==> src/rtl/keccak_arbiter.sv <==
// rtl/keccak_arbiter.sv - round-robin arbiter sharing one keccak core among NUM_REQ hash clients.
// Optional KECCAK_ARB_PRIO_EN: requester 0 gets strict priority over the round-robin pool.
module keccak_arbiter #(
  parameter int NUM_REQ = 4,
  parameter int IDX_W   = 2
) (
  input  logic                    i_clk,
  input  logic                    i_rst,
  input  logic [NUM_REQ-1:0]      i_req,
  input  logic [2*NUM_REQ-1:0]    i_req_mode,
  input  logic [11*NUM_REQ-1:0]   i_req_ibytes_len,
  input  logic [10*NUM_REQ-1:0]   i_req_obytes_len,
  input  logic [64*NUM_REQ-1:0]   i_req_ibytes,
  input  logic [NUM_REQ-1:0]      i_req_ibytes_valid,
  output logic [NUM_REQ-1:0]      o_req_ibytes_ready,
  output logic [NUM_REQ-1:0]      o_gnt,
  output logic [IDX_W-1:0]        o_gnt_idx,
  output logic [63:0]             o_req_obytes,
  output logic [NUM_REQ-1:0]      o_req_obytes_valid,
  output logic [NUM_REQ-1:0]      o_req_done,
  output logic [1:0]              o_kc_mode,
  output logic [10:0]             o_kc_ibytes_len,
  output logic [9:0]              o_kc_obytes_len,
  output logic [63:0]             o_kc_ibytes,
  output logic                    o_kc_ibytes_valid,
  input  logic                    i_kc_ibytes_ready,
  input  logic [63:0]             i_kc_obytes,
  input  logic                    i_kc_obytes_valid,
  input  logic                    i_kc_obytes_done
);

  localparam logic [1:0] S_IDLE  = 2'd0;
  localparam logic [1:0] S_GRANT = 2'd1;
  localparam logic [1:0] S_BUSY  = 2'd2;
  localparam logic [1:0] S_GAP   = 2'd3;

  logic [1:0]         state_q, state_d;
  logic [NUM_REQ-1:0] gnt_q, gnt_d;
  logic [IDX_W-1:0]   gnt_idx_q, gnt_idx_d;
  logic [IDX_W-1:0]   rr_ptr_q, rr_ptr_d;
  logic [1:0]         kc_mode_q, kc_mode_d;
  logic [10:0]        kc_ibytes_len_q, kc_ibytes_len_d;
  logic [9:0]         kc_obytes_len_q, kc_obytes_len_d;

  logic               win_found;
  logic [IDX_W-1:0]   win_idx;
  logic [IDX_W:0]     cand;
  logic [1:0]         win_mode;
  logic [10:0]        win_ibytes_len;
  logic [9:0]         win_obytes_len;

  // Cyclic search from rr_ptr; the first requester found wins.
  always_comb begin
    win_found = 1'b0;
    win_idx   = '0;
    cand      = '0;
    for (int k = 0; k < NUM_REQ; k++) begin
      cand = {1'b0, rr_ptr_q} + (IDX_W+1)'(k);
      if (cand >= (IDX_W+1)'(NUM_REQ)) begin
        cand = cand - (IDX_W+1)'(NUM_REQ);
      end
      if (!win_found && i_req[cand[IDX_W-1:0]]) begin
        win_found = 1'b1;
        win_idx   = cand[IDX_W-1:0];
      end
    end
`ifdef KECCAK_ARB_PRIO_EN
    if (i_req[0]) begin
      win_found = 1'b1;
      win_idx   = '0;
    end
`endif
  end

  always_comb begin
    win_mode       = '0;
    win_ibytes_len = '0;
    win_obytes_len = '0;
    for (int i = 0; i < NUM_REQ; i++) begin
      if (win_idx == IDX_W'(i)) begin
        win_mode       = i_req_mode[2*i +: 2];
        win_ibytes_len = i_req_ibytes_len[11*i +: 11];
        win_obytes_len = i_req_obytes_len[10*i +: 10];
      end
    end
  end

  always_comb begin
    state_d         = state_q;
    gnt_d           = gnt_q;
    gnt_idx_d       = gnt_idx_q;
    rr_ptr_d        = rr_ptr_q;
    kc_mode_d       = kc_mode_q;
    kc_ibytes_len_d = kc_ibytes_len_q;
    kc_obytes_len_d = kc_obytes_len_q;
    case (state_q)
      S_IDLE: begin
        if (win_found) begin
          gnt_d           = NUM_REQ'(1) << win_idx;
          gnt_idx_d       = win_idx;
          kc_mode_d       = win_mode;
          kc_ibytes_len_d = win_ibytes_len;
          kc_obytes_len_d = win_obytes_len;
          state_d         = S_GRANT;
        end
      end
      S_GRANT: state_d = S_BUSY;
      S_BUSY: begin
        if (i_kc_obytes_done) begin
`ifdef KECCAK_ARB_PRIO_EN
          if (gnt_idx_q != '0) begin
            rr_ptr_d = (gnt_idx_q == IDX_W'(NUM_REQ-1)) ? '0 : gnt_idx_q + 1'b1;
          end
`else
          rr_ptr_d = (gnt_idx_q == IDX_W'(NUM_REQ-1)) ? '0 : gnt_idx_q + 1'b1;
`endif
          gnt_d   = '0;
          state_d = S_GAP;
        end
      end
      S_GAP:   state_d = S_IDLE;
      default: state_d = S_IDLE;
    endcase
  end

  always_ff @(posedge i_clk) begin
    if (i_rst) begin
      state_q         <= S_IDLE;
      gnt_q           <= '0;
      gnt_idx_q       <= '0;
      rr_ptr_q        <= '0;
      kc_mode_q       <= '0;
      kc_ibytes_len_q <= '0;
      kc_obytes_len_q <= '0;
    end else begin
      state_q         <= state_d;
      gnt_q           <= gnt_d;
      gnt_idx_q       <= gnt_idx_d;
      rr_ptr_q        <= rr_ptr_d;
      kc_mode_q       <= kc_mode_d;
      kc_ibytes_len_q <= kc_ibytes_len_d;
      kc_obytes_len_q <= kc_obytes_len_d;
    end
  end

  // Streams connect only while busy, so stray core valids never leak out.
  always_comb begin
    o_kc_ibytes        = '0;
    o_kc_ibytes_valid  = 1'b0;
    o_req_ibytes_ready = '0;
    o_req_obytes       = '0;
    o_req_obytes_valid = '0;
    o_req_done         = '0;
    if (state_q == S_BUSY) begin
      o_req_obytes = i_kc_obytes;
      for (int i = 0; i < NUM_REQ; i++) begin
        if (gnt_idx_q == IDX_W'(i)) begin
          o_kc_ibytes           = i_req_ibytes[64*i +: 64];
          o_kc_ibytes_valid     = i_req_ibytes_valid[i];
          o_req_ibytes_ready[i] = i_kc_ibytes_ready;
          o_req_obytes_valid[i] = i_kc_obytes_valid;
          o_req_done[i]         = i_kc_obytes_done;
        end
      end
    end
  end

  assign o_gnt           = gnt_q;
  assign o_gnt_idx       = gnt_idx_q;
  assign o_kc_mode       = kc_mode_q;
  assign o_kc_ibytes_len = kc_ibytes_len_q;
  assign o_kc_obytes_len = kc_obytes_len_q;

endmodule
==> config.mk <==
export PLATFORM = sky130hd
export DESIGN_NAME = keccak_arbiter
export DESIGN_NICKNAME = d
export VERILOG_FILES = /design/src/rtl/keccak_arbiter.sv
export SDC_FILE = /design/constraint.sdc
export NUM_CORES = 1
export LEC_CHECK = 0
export BUFFER_PORTS_ARGS = -buffer_cell sky130_fd_sc_hd__buf_2
export CAP_MARGIN = 20
export CELL_PAD_IN_SITES_DETAIL_PLACEMENT = 1
export CELL_PAD_IN_SITES_GLOBAL_PLACEMENT = 1
export CORE_AREA = 2 2 233 235
export DETAILED_ROUTE_END_ITERATION = 12
export DIE_AREA = 0 0 235 237
export PLACE_DENSITY_LB_ADDON = 0.25
export SETUP_SLACK_MARGIN = 0.3
export SLEW_MARGIN = 10
export SYNTH_ARGS = -nofsm -noshare
export SYNTH_HDL_FRONTEND = slang
export SYNTH_SLANG_ARGS = --single-unit
export TNS_END_PERCENT = 50
==> constraint.sdc <==
create_clock -name i_clk -period 2.35 [get_ports i_clk]
set_input_delay 0 -clock i_clk [delete_from_list [all_inputs] [get_ports i_clk]]
set_output_delay 0 -clock i_clk [all_outputs]
set_load 0.02 [all_outputs]
; After elaboration in Yosys (flattened, before gate mapping)
; Cells that the tools add are included.
; Widths: inputs -> output; s select.
[classes]
n_addsub = 8
order_cmp = 8
n_eq_ne = 11
n_shift = 1
mux = 65
reduce_logical = 14
[ops]
columns = operator, count
row1 = $mux 64, 6
row2 = $mux 11, 4
row3 = $mux 10, 4
row4 = $mux 2, 15
row5 = $mux 1, 25
row6 = $mux 4, 5
row7 = $eq 2x2->1 const B, 6
row8 = $lt 2x3->1 const B, 4
row9 = $ge 3x3->1 const B, 3
row10 = $bmux 1 s2, 4
row11 = $pmux 2 s4, 1
row12 = $pmux 4 s2, 1
row13 = $sub 2x1->2 const B, 4
row14 = $add 2x2->3 const B, 2
row15 = $eq 2x1->1 const B, 3
row16 = $logic_not 2->1, 3
row17 = $reduce_and 2->1, 3
row18 = $ne 2x2->1 const B, 2
row19 = $shl 1x2->4 const A, 1
row20 = $add 2x1->3 const B, 1
row21 = $ge 2x3->1 const B, 1
row22 = $logic_and 1x1->1, 3
row23 = $logic_not 1->1, 3
row24 = $reduce_and 3->1, 1
row25 = 2 further kinds, 2
[word_totals]
reg_bits = 33
input_bits = 425
out_inout_bits = 170
elab_cells = 114

; Longest topological paths before layout
; Gate-level depths: netlist of the first run.
[depth]
depth_word = 19
ltp_mapped = 9
ltp_nobuf = 7

; Least setup slack after synthesis of the first run
; No wires, ideal clock.
[synth_timing]
kind = register to output
from = register gnt_idx_q[0] (netlist: o_gnt_idx[0])
to = output port o_kc_ibytes[10]
arrival_time_ns = 1.910
required_ns = 2.350
path_slack_ns = 0.440
path_stages_with_launch = 9
path_buffers = 2
path_cell_list = dfxtp_1 ha_1 clkbuf_1 clkbuf_1 nand2_1 a21oi_1 a21oi_1 o21ai_0 and2_1
[synth_via]
elab_chain_cells = 6
word_cells_on_any_way = 9
cone_classes = eq/ne: 3 / mux: 5 / reduce/logical: 1
[synth_rtl]
columns = item, line
row1 = "start, declared", 39  ; logic [IDX_W-1:0] gnt_idx_q, gnt_idx_d;
row2 = "start signal, assigned", 138  ; gnt_idx_q <= gnt_idx_d;
row3 = $logic_not 2->1, 157  ; if (gnt_idx_q == IDX_W'(i)) begin
row4 = $mux 64 (3 in series), 157
row5 = $mux 64 *, 157
row6 = $mux 64 *, 154  ; if (state_q == S_BUSY) begin
row7 = "end, declared", 24  ; output logic [63:0] o_kc_ibytes,
; Mark *: on every way between the ends. The rest lies on a longest branch, timed or not.

; Final worst setup path of the first run
[layout_timing]
from = register gnt_idx_q[1] (netlist: o_gnt_idx[1])
to = output port o_kc_ibytes[40]
; Same word-level chain as after synthesis.

==> results of run 1 <==
==> cell usage in the layout (no fill, tap or decap), drive strengths merged, types with 10 or more instances in the layout <==
cell type | Yosys | routed
nand2 | 155 | 155
clkbuf | 68 | 12
buf | 22 | 662
and3 | 12 | 12
o21ai | 64 | 64
mux2i | 12 | 12
nor3b | 36 | 36
nor2 | 16 | 16
a211oi | 37 | 37
nand3b | 63 | 63
o31ai | 18 | 18
nor2b | 10 | 10
dfxtp | 33 | 33
and2 | 127 | 127
a21oi | 132 | 132
==> area by class of cell <==
cell class                 instances  area [um2]  share of cell area (%)
antenna                            4        10.0                   0.101
clock buffer                       7         153                    1.54
clock inverter                     1        5.00                  0.0504
inverter                           5        23.8                   0.240
multi-input combinational        714        4300                    43.3
sequential                        33         666                    6.71
tap                              696         871                    8.78
timing repair buffer             667        3900                    39.3
==> flip-flops by register name, summed over array words and instances (netlist names) <==
| signal | count |
|---|---|
| o_gnt | 4 |
| o_gnt_idx | 2 |
| o_kc_ibytes_len | 11 |
| o_kc_mode | 2 |
| o_kc_obytes_len | 10 |
| rr_ptr_q | 2 |
| state_q | 2 |
==> layer usage <==
layer | global-route usage (%) | routed length [um]
met2 | 24.4 | 20200
met1 | 13.8 | 14800
met5 | 0 | 24
met4 | 1.48 | 385
met3 | 2.54 | 2320
==> power by group through the flow <==
stage,logic [mW],registers (mW),clock network [mW]
final,5.44,0.839,0.709
after global routing,5.98,0.865,0.751
after CTS,5.35,0.839,0.733
after detailed placement,5.02,0.844,0
after global placement,5.01,0.840,0
after floorplan,2.79,1.02,0
==> repair_timing <==
item | CTS | global route
setup endpoints to repair | 69 | 62
pin swaps | 7 | 16
cloned | 1 | 3
gates resized for setup | 40 | 66
buffers inserted | 14 | 10
==> path summary, 6_finish.rpt <==
path	to	cells after the start	slack (ps)
setup / recovery	o_kc_ibytes[40]	10	300
hold / removal	o_kc_obytes_len[7]$_SDFFE_PP0P_	3	50
setup reg to reg	o_kc_ibytes_len[0]$_SDFFE_PP0P_	6	430
hold reg to reg	o_kc_ibytes_len[5]$_SDFFE_PP0P_	2	450
==> cell families (layout without fill, tap and decap cells) <==
family	Yosys count	count (layout)	share of synthesized area, %
and+or+nand+nor	430	430	46.4
buffers and inverters	95	680	7.48
other	0	4	0
muxes	12	12	2.32
DFF	33	33	12.8
adders and majority gates	7	7	1.69
AOI/OAI and AO/OA	265	265	29.3
==> through the flow <==
step           instance area [um2]  instances  hold WS [ps]  power (mW)  worst slack [ps]
2_1_floorplan                 5170        842           160        3.81               440
3_3_place_gp                  9160       2087           323        5.85               339
3_5_place_dp                  9160       2087           328        5.87               322
4_1_cts                       9600       2110          45.3        6.92               245
5_1_grt                       9920       2126          57.3        7.60               185
6_report                      9920       2127          45.5        6.99               302
==> worst min-delay path: stages <==
cell and delay (ps):
buf_2 70, mux2i_1 60, o221ai_1 150
==> results.toml, run 1 <==
[logic_synthesis]
synthTopCellsByCount = "nand2_1 (155), a21oi_1 (132), and2_1 (127), clkbuf_1 (68), o21ai_0 (64)"
synth-edff-count = 0
netlist.area_leader.share_pct = 15.4
yosysSeqAreaShare_pct = 12.8
synth_area_mm2 = 0.00517
ys_ff_latch = 33
synth_nets = 1274
yosysUniqueCellTypes = 34
yosys.area.top_type = "and2_1"
ys_warn_count = 0
synth_area_per_cell_um2 = 6.14
ys.flop_type = "dfxtp_1"
ys_async_sr_fraction_pct = 0
yosysMostFrequentCell = "nand2_1"
synth_area_leaders = "and2_1 (15%), a21oi_1 (13%), dfxtp_1 (13%)"
synthCells = 842

[routing]
drc = 0
routed_wl_um = 37700
drt_first_pass_iters = 4
ant_nets = 0
avgRoutedWirePerCell_um = 17.7
vias = 8418
avgViaCountPerCell = 3.96
drt-initial-drc-count = 328

[power]
vdd_drop_max_mv = 0.314
power_per_cell_area_mw_per_mm2 = 704
p_int_mw = 3.46
p_sw_share_pct = 50.5
p_clk_share_pct = 10.2
power_frac_seq_pct = 12.0
comb_power_share_pct = 77.8
power.leakage_nw = 4.79
power.switching_mw = 3.52

[sta]
finalCriticalPeriod_ps = 2050
fmax_mhz = 488
drv_slew = 0
finalSetupViolations = 0
rsz0062_at_grt = "true"
finalCritPeriodShare_pct = 87.2
hold_viol = 0
totalNegativeSetupSlack_ps = 0
max_slew_margin_pct = 53.8
fin_worst_skew_ps = 5.05
tightest_slew_ps = 694

[global_route]
grt_max_degree = 70
grt_antenna_before_repair = 9
overflow = 0
grt_pass1_vias = 8826
track_usage_pct = 12.4
grt_pass1_wl_um = 53500

[outcome]
status = "completed"

[layout]
area_growth_syn_to_layout_pct = 92.0
fin_util_pct = 18.6
drive_gt1_share_pct = 49.9
fillers = 6696
nets = 1858

[floorplanning]
core_area_mm2 = 0.0533
die-area_mm2 = 0.0557
die_w_um = 235
io_pins = 595
rows = 85
die_y_um = 237
initial_core_util_pct = 9.70

[cts]
clkLatencyLatePin_ps = 280
cts_tree = "yes"
clock_path_buffers = 2
cts_root_buf = "clkbuf_16"
clk_pin_slew_ps = 60
cts.htree.levels = 2
clkSinkCount = 33
hold_buffers = 0
cts_buffers = 5

[critical_path]
crit_top_cell = "a21oi_1"
cp_slowest_cell = "dfxtp_2"
path_cells = "inv_4, ha_4, buf_12, clkbuf_16, nand3b_1, a21oi_1, a21oi_1, o21ai_0, and2_1, buf_2"
crit_fanout = 13
critical_path_class = "reg2out"
crit_path_max_incr_delay_ps = 350
crit_family = "buffers and inverters"
crit_path_start = "o_gnt_idx[1]$_SDFFE_PP0P_"
cp.required_ps = 2350
cp.arrival_ps = 2050
crit_buf_inv = 4
end_kind = "output port"
r2r-start = "rr_ptr_q[0]$_SDFFE_PP0P_"
startpoint_type = "flip-flop"

[flow_run]
cap_violations = 0

[placement]
io_buffer_count = 594
place_hpwl_um = 29500
gp_congestion = 0.846

[hold_path]
hp-start = "i_req_obytes_len[27]"
hold_path_class = "in2reg"
No activity file was read; power rests on OpenSTA's default activity.
==> run 2: changes to the inputs <==
--- a/config.mk
+++ b/config.mk
@@ -7,3 +7,3 @@
 export LEC_CHECK = 0
-export BUFFER_PORTS_ARGS = -buffer_cell sky130_fd_sc_hd__buf_2
+export BUFFER_PORTS_ARGS = -buffer_cell sky130_fd_sc_hd__clkbuf_2
 export CAP_MARGIN = 20
==> constraint.sdc (replaced) <==
create_clock -name i_clk -period 2.35 [get_ports i_clk]
set_input_delay 0.1175 -clock i_clk [delete_from_list [all_inputs] [get_ports i_clk]]
set_output_delay 0.1175 -clock i_clk [all_outputs]
set_load 0.02 [all_outputs]
==> run 2 against run 1 <==
Net effect:
- setup slack worse by 76 ps
- non-clock buffer count is 24 lower
- cell count is 1.3% lower
- clock power is 0.7% lower
- count of clock-buffer cells in the layout stayed put
- power is 2.5% higher
- maximum frequency is 3.6% lower
- register-to-register slack better by 60 ps
- clock skew is 5.9 ps higher
- core utilization hardly changed
==> results.toml, run 2 (synthesis gave the netlist of run 1 again) <==
[critical_path]
cp.required_ps = 2230
crit_family = "buffers and inverters"
crit_top_cell = "a21oi_1"
cp_slowest_cell = "dfxtp_2"
critical_path_class = "reg2out"
crit_fanout = 12
startpoint_type = "flip-flop"
cp.arrival_ps = 2010
path_cells = "inv_2, ha_4, buf_4, buf_12, nand3b_1, a21oi_1, a21oi_1, o21ai_0, and2_1, clkbuf_2"
crit_path_max_incr_delay_ps = 340
crit_buf_inv = 4
end_kind = "output port"

[layout]
fillers = 6664
area_growth_syn_to_layout_pct = 91.9
final_common_cell = "clkbuf_2"
fin_util_pct = 18.6
final_cell_mix = "clkbuf_2 (544), nand2_1 (155), and2_1 (127)"
largest_register_ffs = 11
nets = 1834
drive_gt1_share_pct = 49.0

[floorplanning]
die_w_um = 235
initial_core_util_pct = 9.70
die_y_um = 237
io_pins = 595
core_area_mm2 = 0.0533
die-area_mm2 = 0.0557
rows = 85

[global_route]
track_usage_pct = 12.8
grt_antenna_before_repair = 2
grt_max_degree = 81
grt_pass1_vias = 9020
overflow = 0
grt_pass1_wl_um = 55300

[cts]
hold_buffers = 0
clock_path_buffers = 2
cts_buffers = 5
clk_pin_slew_ps = 60
cts_root_buf = "clkbuf_16"
clkSinkCount = 33
cts.htree.levels = 2
cts_tree = "yes"
clkLatencyLatePin_ps = 280

[sta]
totalNegativeSetupSlack_ps = 0
drv_slew = 0
rsz0062_at_grt = "true"
finalCriticalPeriod_ps = 2120
hold_viol = 0
fin_worst_skew_ps = 11.0
timing.hold.ws_ps = 153
finalSetupViolations = 0
fmax_mhz = 471
max_slew_margin_pct = 53.7
tightest_slew_ps = 694
finalCritPeriodShare_pct = 90.4

[routing]
ant_nets = 0
avgViaCountPerCell = 3.96
vias = 8326
drt_first_pass_iters = 4
avgRoutedWirePerCell_um = 18.5
drc = 0
routed_wl_um = 38800
drt-initial-drc-count = 240

[placement]
io_buffer_count = 594
gp_congestion = 0.847
place_hpwl_um = 29100

[outcome]
status = "completed"

[flow_run]
cap_violations = 0

[power]
power_per_cell_area_mw_per_mm2 = 722
power.leakage_nw = 4.71
vdd_drop_max_mv = 0.295

[hold_path]
hold_path_class = "in2reg"
==> run 2: cell types whose count changed in the layout (fill, tap and decap cells not counted), moves of 3 or more <==
cell / delta
buf_2: -565
o21ai_0: -15
clkbuf_4: +16
buf_6: -15
buf_16: +6
o21ai_1: +16
diode_2: -3
clkbuf_2: +544
clkbuf_8: +8
buf_4: -18
==> run 2: metal layers <==
| layer | part of all wire (%) | up-vias | GRT usage [%] |
|---|---|---|---|
| met5 | 0 | - | 0 |
| met4 | 1.4 | 0 | 1.82 |
| met3 | 5.8 | 29 | 2.74 |
| met2 | 53 | 349 | 24.9 |
| met1 | 39 | 3895 | 14.3 |
| li1 | - | 4053 | - |
==> run 2: final timing paths <==
check | to | cells past startpoint | slack, ps | start
max | o_kc_ibytes[41] | 10 | 230 | o_gnt_idx[0]$_SDFFE_PP0P_
max reg2reg | o_kc_obytes_len[4]$_SDFFE_PP0P_ | 5 | 490 | state_q[0]$_SDFFE_PP0P_
min reg2reg | o_kc_ibytes_len[8]$_SDFFE_PP0P_ | 2 | 450 | o_kc_ibytes_len[8]$_SDFFE_PP0P_
min | o_kc_mode[1]$_SDFFE_PP0P_ | 3 | 150 | i_req_mode[5]
==> run 2: metrics by stage <==
stage                     power (mW)  cells  area [um2]  setup slack, ps
after floorplan                 3.81    842        5170              323
after global placement          5.83   2069        9070              338
after detailed placement        5.86   2069        9070              300
after CTS                       7.02   2091        9660              200
after global routing            7.78   2100        9920              105
final                           7.16   2100        9920              226
==> run 2: worst min-delay path: stages <==
cell	delay, ps
clkbuf_2	80
mux2i_1	60
o221ai_1	140
==> run 2: timing repair <==
action | in CTS | in global routing
setup endpoints to repair | 65 | 69
pin swaps | 16 | 19
cloned | 6 | 5
gates resized for setup | 76 | 81
setup buffers | 8 | 3
==> run 2: cell type report <==
class,count,area [um2],share of cell area [%]
antenna,1,2.50,0.0252
clock buffer,7,153,1.54
timing repair buffer,643,3920,39.5
sequential,33,663,6.69
tap,696,871,8.78
inverter,5,18.8,0.189
clock inverter,1,5.00,0.0505
multi-input combinational,714,4290,43.3
==> run 2: power by group <==
group | internal, mW | switching [mW]
logic | 2.35 | 3.27
clock network | 0.449 | 0.255
registers | 0.740 | 0.100
total | 3.54 | 3.62
